$ cat config.mk
export PLATFORM = sky130hd
export DESIGN_NAME = mem_arbiter
export DESIGN_NICKNAME = d
export VERILOG_FILES = /design/src/rtl/mem_pkg.sv /design/src/rtl/mem_burst_ctr.sv /design/src/rtl/mem_arbiter.sv
export SDC_FILE = /design/constraint.sdc
export NUM_CORES = 1
export LEC_CHECK = 0
export ABC_AREA = 1
export ABC_CLOCK_PERIOD_IN_PS = 2100
export CAP_MARGIN = 15
export CORE_UTILIZATION = 39
export CTS_CLUSTER_SIZE = 16
export DETAILED_ROUTE_END_ITERATION = 12
export MAX_ROUTING_LAYER = met4
export PLACE_DENSITY_LB_ADDON = 0.3
export SYNTH_ARGS = -nofsm -noshare
export SYNTH_HDL_FRONTEND = slang
export SYNTH_SLANG_ARGS = --single-unit
$ cat constraint.sdc
create_clock -name clk -period 2.1 [get_ports clk]
set_clock_uncertainty 0.1 [all_clocks]
set_input_delay 0.21 -clock clk [delete_from_list [all_inputs] [get_ports clk]]
set_output_delay 0.21 -clock clk [all_outputs]
set_load 0.005 [all_outputs]
$ cat src/rtl/mem_pkg.sv
// Shared definitions for the two-port memory arbiter: burst codes,
// burst-length decode and the arbiter FSM state encoding.
package mem_pkg;

  // Burst codes presented on i_acc_size / d_acc_size
  localparam logic [1:0] BURST_1  = 2'b00;
  localparam logic [1:0] BURST_4  = 2'b01;
  localparam logic [1:0] BURST_8  = 2'b10;
  localparam logic [1:0] BURST_16 = 2'b11;

  // Beat counter width; holds a beat count of up to 16
  localparam int CNT_W = 5;

  typedef enum logic [1:0] {
    IDLE    = 2'b00,
    GRANT_I = 2'b01,
    GRANT_D = 2'b10,
    DRAIN   = 2'b11
  } arb_state_t;

  // Number of beats in a burst for a given burst code
  function automatic logic [CNT_W-1:0] burst_len(input logic [1:0] code);
    case (code)
      BURST_1: return 5'd1;
      BURST_4: return 5'd4;
      BURST_8: return 5'd8;
      default: return 5'd16;
    endcase
  endfunction

endpackage

$ cat src/rtl/mem_burst_ctr.sv
// Beat counter and word-address incrementer for one burst. Loaded at grant,
// advanced once per accepted beat; 'last' flags the final beat of the burst.
module mem_burst_ctr
  import mem_pkg::*;
#(
  parameter int ADDRESS_SIZE = 32
) (
  input  logic                    clk,
  input  logic                    rst_n,
  input  logic                    load,
  input  logic [ADDRESS_SIZE-1:0] start_addr,
  input  logic [CNT_W-1:0]        len,
  input  logic                    adv,
  output logic [ADDRESS_SIZE-1:0] addr,
  output logic                    last
);

  logic [CNT_W-1:0] cnt;
  logic [CNT_W-1:0] len_q;

  // Capture burst at grant, then step address by one word per accepted beat
  always_ff @(posedge clk) begin
    if (!rst_n) begin
      addr  <= '0;
      cnt   <= '0;
      len_q <= '0;
    end else if (load) begin
      addr  <= start_addr;
      cnt   <= '0;
      len_q <= len;
    end else if (adv) begin
      addr  <= addr + ADDRESS_SIZE'(4);
      cnt   <= cnt + 5'd1;
    end
  end

  // cnt counts beats already accepted, so the last beat is at len-1
  assign last = (cnt == len_q - 5'd1);

endmodule

$ cat src/rtl/mem_arbiter.sv
// Two-port (fetch / data) burst arbiter in front of a single-ported memory.
// Round-robin on ties, one burst at a time, one-cycle DRAIN after each burst.
// Optional feature: define MEM_ARB_WATCHDOG_EN to abort bursts stalled by
// mem_busy for WD_LIMIT consecutive cycles and raise a sticky err.
module mem_arbiter
  import mem_pkg::*;
#(
  parameter int ADDRESS_SIZE = 32,
  parameter int DATA_SIZE    = 32,
  parameter int ACCESS_SIZE  = 2,
  parameter int WD_LIMIT     = 255
) (
  input  logic                    clk,
  input  logic                    rst_n,
  input  logic                    i_req,
  input  logic [ADDRESS_SIZE-1:0] i_addr,
  input  logic [ACCESS_SIZE-1:0]  i_acc_size,
  output logic                    i_beat,
  output logic                    i_rvalid,
  output logic                    i_done,
  input  logic                    d_req,
  input  logic [ADDRESS_SIZE-1:0] d_addr,
  input  logic [ACCESS_SIZE-1:0]  d_acc_size,
  input  logic                    d_wren,
  input  logic [DATA_SIZE-1:0]    d_wdata,
  output logic                    d_beat,
  output logic                    d_rvalid,
  output logic                    d_done,
  output logic [DATA_SIZE-1:0]    rdata,
  output logic [ADDRESS_SIZE-1:0] mem_addr,
  output logic [DATA_SIZE-1:0]    mem_d_in,
  input  logic [DATA_SIZE-1:0]    mem_d_out,
  output logic                    mem_wren,
  output logic                    mem_en,
  input  logic                    mem_busy,
  output logic                    err
);

  arb_state_t              state;
  logic                    last_d;     // 1: data port held the most recent grant
  logic                    wren_q;     // store burst in progress
  logic                    load;
  logic                    pick_d;
  logic                    in_grant;
  logic                    beat;
  logic                    stall;
  logic                    last;
  logic                    wd_trip;
  logic [ADDRESS_SIZE-1:0] cur_addr;
  logic [ADDRESS_SIZE-1:0] start_addr;
  logic [CNT_W-1:0]        start_len;

  assign in_grant = (state == GRANT_I) || (state == GRANT_D);
  assign beat     = in_grant && !mem_busy;
  assign stall    = in_grant && mem_busy;

  // Arbitration: a lone requester wins; on a tie the port not served last wins
  always_comb begin
    load   = 1'b0;
    pick_d = 1'b0;
    if (state == IDLE && (i_req || d_req)) begin
      load   = 1'b1;
      pick_d = d_req && (!i_req || !last_d);
    end
  end

  assign start_addr = pick_d ? d_addr : i_addr;
  assign start_len  = burst_len(pick_d ? d_acc_size[1:0] : i_acc_size[1:0]);

  mem_burst_ctr #(
    .ADDRESS_SIZE (ADDRESS_SIZE)
  ) u_ctr (
    .clk        (clk),
    .rst_n      (rst_n),
    .load       (load),
    .start_addr (start_addr),
    .len        (start_len),
    .adv        (beat),
    .addr       (cur_addr),
    .last       (last)
  );

`ifdef MEM_ARB_WATCHDOG_EN
  localparam int WD_W = $clog2(WD_LIMIT + 1);

  logic [WD_W-1:0] wd_cnt;

  // Trips on the WD_LIMIT-th consecutive stalled grant cycle
  assign wd_trip = stall && (wd_cnt == WD_W'(WD_LIMIT - 1));

  // Count consecutive stall cycles; err stays set until reset
  always_ff @(posedge clk) begin
    if (!rst_n) begin
      wd_cnt <= '0;
      err    <= 1'b0;
    end else begin
      wd_cnt <= (stall && !wd_trip) ? wd_cnt + 1'b1 : '0;
      if (wd_trip)
        err <= 1'b1;
    end
  end
`else
  assign wd_trip = 1'b0;
  assign err     = 1'b0;
`endif

  // Arbiter FSM plus registered read-valid flags for the cycle after each beat
  always_ff @(posedge clk) begin
    if (!rst_n) begin
      state    <= IDLE;
      last_d   <= 1'b0;
      wren_q   <= 1'b0;
      i_rvalid <= 1'b0;
      d_rvalid <= 1'b0;
    end else begin
      i_rvalid <= (state == GRANT_I) && !mem_busy;
      d_rvalid <= (state == GRANT_D) && !mem_busy && !wren_q;
      case (state)
        IDLE: begin
          if (load) begin
            state  <= pick_d ? GRANT_D : GRANT_I;
            last_d <= pick_d;
            wren_q <= pick_d && d_wren;
          end
        end
        GRANT_I, GRANT_D: begin
          if ((beat && last) || wd_trip)
            state <= DRAIN;
        end
        default: state <= IDLE;  // DRAIN is always a single cycle
      endcase
    end
  end

  assign i_beat   = (state == GRANT_I) && !mem_busy;
  assign d_beat   = (state == GRANT_D) && !mem_busy;
  assign i_done   = (state == DRAIN) && !last_d;
  assign d_done   = (state == DRAIN) && last_d;
  assign mem_en   = in_grant;
  assign mem_wren = (state == GRANT_D) && wren_q;
  assign mem_addr = in_grant ? cur_addr : '0;
  assign mem_d_in = mem_wren ? d_wdata : '0;
  assign rdata    = (i_rvalid || d_rvalid) ? mem_d_out : '0;

endmodule

==> impl_metrics.yaml, run 1 <==
status:
  status: "finished, final reports clean"
setup_path:
  critPathSlowestCell: "clkdlybuf4s50_1"
  path_delay_family: "buffers and inverters"
  critPathKind: "reg -> out"
  end_kind: "output port"
  cp_slowest_stage_delay_ns: 0.53
  path_cells: "inv_2 -> ha_4 -> nand2_2 -> buf_12 -> nor2_1 -> clkdlybuf4s50_1"
  timing.critical_path.from_type: "flop"
  worst_ep_arrival_time_ns: 1.76
  cp_max_fo: 17
  crit_required_ns: 1.79
  r2r_slack_ns: 0.20
  cp_num_buf_inv: 3
floorplan:
  die_x_um: 105
  io_pins: 243
  dieArea_mm2: 0.0109
  dieHeight_um: 105
  coreArea_mm2: 0.0103
  row_count: 37
  start_util: 0.399
min_path:
  hold_class: "reg -> reg"
drt:
  wl_met1_mm: 6.20
  dr.pass1.iters: 4
  viasPerCell: 4.84
  wl_met3_mm: 1.02
  num_vias: 5400
  ant_nets: 0
  top_layer: "met4"
  wl_per_cell_um: 13.6
  drc: 0
  route.met2.wl_mm: 7.69
  drtIter0Drc: 320
  routed_wl_mm: 15.2
sta:
  max_freq_mhz: 482
  hold_violations: 0
  period_needed_ns: 2.07
  maxSlewViolCount: 0
  setup_slack_ns: 0.0262
  setup_viol: 0
  relSlewSlack: 0.621
  worstMarginPinSlew_ns: 0.568
  fin_crit_sh: 0.988
global_route:
  grt_pass1_vias: 4960
  grt.overflow.total: 0
  grt_pass1_wl_mm: 24.1
  antenna_found_initial: 0
  grt_usage: 0.279
  grt_max_degree: 34
synth:
  yosysMostFrequentCell: "inv_1"
  syn_area_mm2: 0.00410
  synth_seq_cells: 47
  synth-edff-count: 0
  avgSynthCellArea_um2: 5.54
  synth-main-ff-cell: "dfxtp_1"
  synth_area_leader_cell: "dfxtp_1"
  synth_nets: 886
  synth_area_leaders: "dfxtp_1 23%, inv_1 13%, nor2_1 13%"
  ys_seq_area_frac: 0.230
  yosysUniqueCellTypes: 41
  synth_top_area_frac: 0.230
  yosysWarnings: 0
  synthArstFlopShare: 0
  syn_inst: 740
  yosys-top-cells-count: "147 x inv_1, 145 x nor2_1, 142 x nand2_1, 47 x dfxtp_1, 40 x nand3_1"
clocking:
  clk_pin_slew_ns: 0.09
  clock-root-buffer: "clkbuf_8"
  htree_levels: 2
  cts_buffer_depth: 2
  worstSkewPairLatency_ns: 0.31
  cts_tree: "built"
  cts_buffers: 5
  ctsHoldBuffers: 0
  cts_sinks: 47
placement:
  dp_hpwl_mm: 11.4
  io_buffer_count: 241
  dpl_worst_slack_ns: 0.125
  placed_area_mm2: 0.00675
  place_congestion: 0.919
final_layout:
  nNetsFinal: 1126
  multi_input_area_mm2: 0.00246
  diodes: 0
  syn2layout_area_growth_pct: 71.2
  fillCellCount: 944
  final_area_mm2: 0.00702
  regArea_um2: 945
  drive_gt1_frac: 0.0714
power:
  ir_drop_mv: 0.567
  leakagePower_nw: 4.00
  p_per_area_mw_per_mm2: 814
run:
  cap_violations: 0
## cell usage in the layout (no fill, tap or decap), types with 5 or more instances in the layout
| cell | count |
|---|---|
| clkdlybuf4s50_1 | 184 |
| inv_1 | 144 |
| nor2_1 | 143 |
| nand2_1 | 141 |
| dfxtp_1 | 46 |
| nand3_1 | 40 |
| o21ai_1 | 37 |
| dlymetal6s2s_1 | 35 |
| a21oi_1 | 32 |
| o21ai_0 | 22 |
| dlygate4sd2_1 | 22 |
| o22ai_1 | 17 |
| buf_4 | 16 |
| inv_2 | 12 |
| nor2_2 | 6 |
| nor3_1 | 6 |
| ha_1 | 6 |
| clkbuf_8 | 6 |
| nand2_2 | 5 |
| a31oi_1 | 5 |
| buf_12 | 5 |
## flip-flops by register name, indices dropped and copies added (netlist names)
| register | count |
|---|---|
| i_rvalid | 1 |
| state | 2 |
| last_d | 1 |
| u_ctr.len_q | 4 |
| wren_q | 1 |
| u_ctr.addr | 32 |
| u_ctr.cnt | 5 |
| d_rvalid | 1 |
## power breakdown
group / total [mW] / internal (mW) / switching, mW
clock network: 0.571 / 0.259 / 0.312
logic: 3.55 / 1.68 / 1.87
registers: 1.59 / 1.19 / 0.396
total: 5.71 / 3.13 / 2.58
## logic make-up (layout without fill, tap and decap cells)
group                    after synthesis  count (layout)  synth area share
adder cells (fa/ha/maj)                8               8            0.0244
flip-flops                            47              47             0.230
other                                  1               1          0.000915
buffers and inverters                189             429             0.177
XOR/XNOR                               3               3           0.00641
AND/OR/NAND/NOR                      364             364             0.387
AO/OA/AOI/OAI                        128             128             0.174
## area by class of cell
cell class,count,area share
Sequential cell,47,0.135
Timing Repair Buffer,265,0.393
Clock buffer,6,0.0118
Multi-Input combinational cell,504,0.351
Clock inverter,1,0.000713
Tap cell,136,0.0243
Inverter,157,0.0845
## stage by stage
step / util / total power [mW] / std cells / hold slack (ns) / TNS [ns]
after CTS: 0.665 / 5.56 / 1112 / 0.372 / 0
final: 0.683 / 5.71 / 1116 / 0.369 / 0
after global placement: 0.657 / 4.97 / 1104 / 0.346 / 0
after floorplan: - / 3.36 / 740 / 0.188 / 0
after detailed placement: 0.657 / 5.00 / 1104 / 0.349 / 0
after global routing: 0.683 / 6.19 / 1116 / 0.392 / -0.0225
## repair_timing
action                                  4_1_cts  5_1_grt
endpoints found under the setup margin       39       43
resized for setup                            28       41
gates cloned                                  0        2
setup buffers                                 1        2
pin swaps                                     0        1
## per-layer routing
layer / vias to the layer above / track usage
met2: 202 / 0.494
met1: 2407 / 0.323
li1: 2764 / -
met4: 0 / 0.0776
met5: - / -
met3: 27 / 0.0464
## worst paths after layout
kind	from	cells past startpoint	to
hold / removal	u_ctr.addr[0]$_SDFFE_PN0P_	2	u_ctr.addr[0]$_SDFFE_PN0P_
setup reg to reg	state[1]$_SDFFE_PN0P_	8	u_ctr.cnt[4]$_SDFFE_PP0P_
hold reg to reg	u_ctr.addr[0]$_SDFFE_PN0P_	2	u_ctr.addr[0]$_SDFFE_PN0P_
setup / recovery	state[0]$_SDFFE_PN0P_	6	mem_d_in[7]
## tightest hold or removal path: cells and delay by family, from the launching register on
kind | cells | cell delay (ns)
DFF | 1 | 0.34
AOI/OAI and AO/OA | 1 | 0.05
and+or+nand+nor | 1 | 0.05
No activity file was read; power rests on OpenSTA's default activity.
==> inputs of run 2 (changes only) <==
--- a/config.mk
+++ b/config.mk
@@ -9,7 +9,6 @@
 export ABC_CLOCK_PERIOD_IN_PS = 2100
 export CAP_MARGIN = 15
 export CORE_UTILIZATION = 39
-export CTS_CLUSTER_SIZE = 16
 export DETAILED_ROUTE_END_ITERATION = 12
 export MAX_ROUTING_LAYER = met4
 export PLACE_DENSITY_LB_ADDON = 0.3
==> results of run 2 <==
The final DEF is identical to that of run 1; final timing and power are the same.
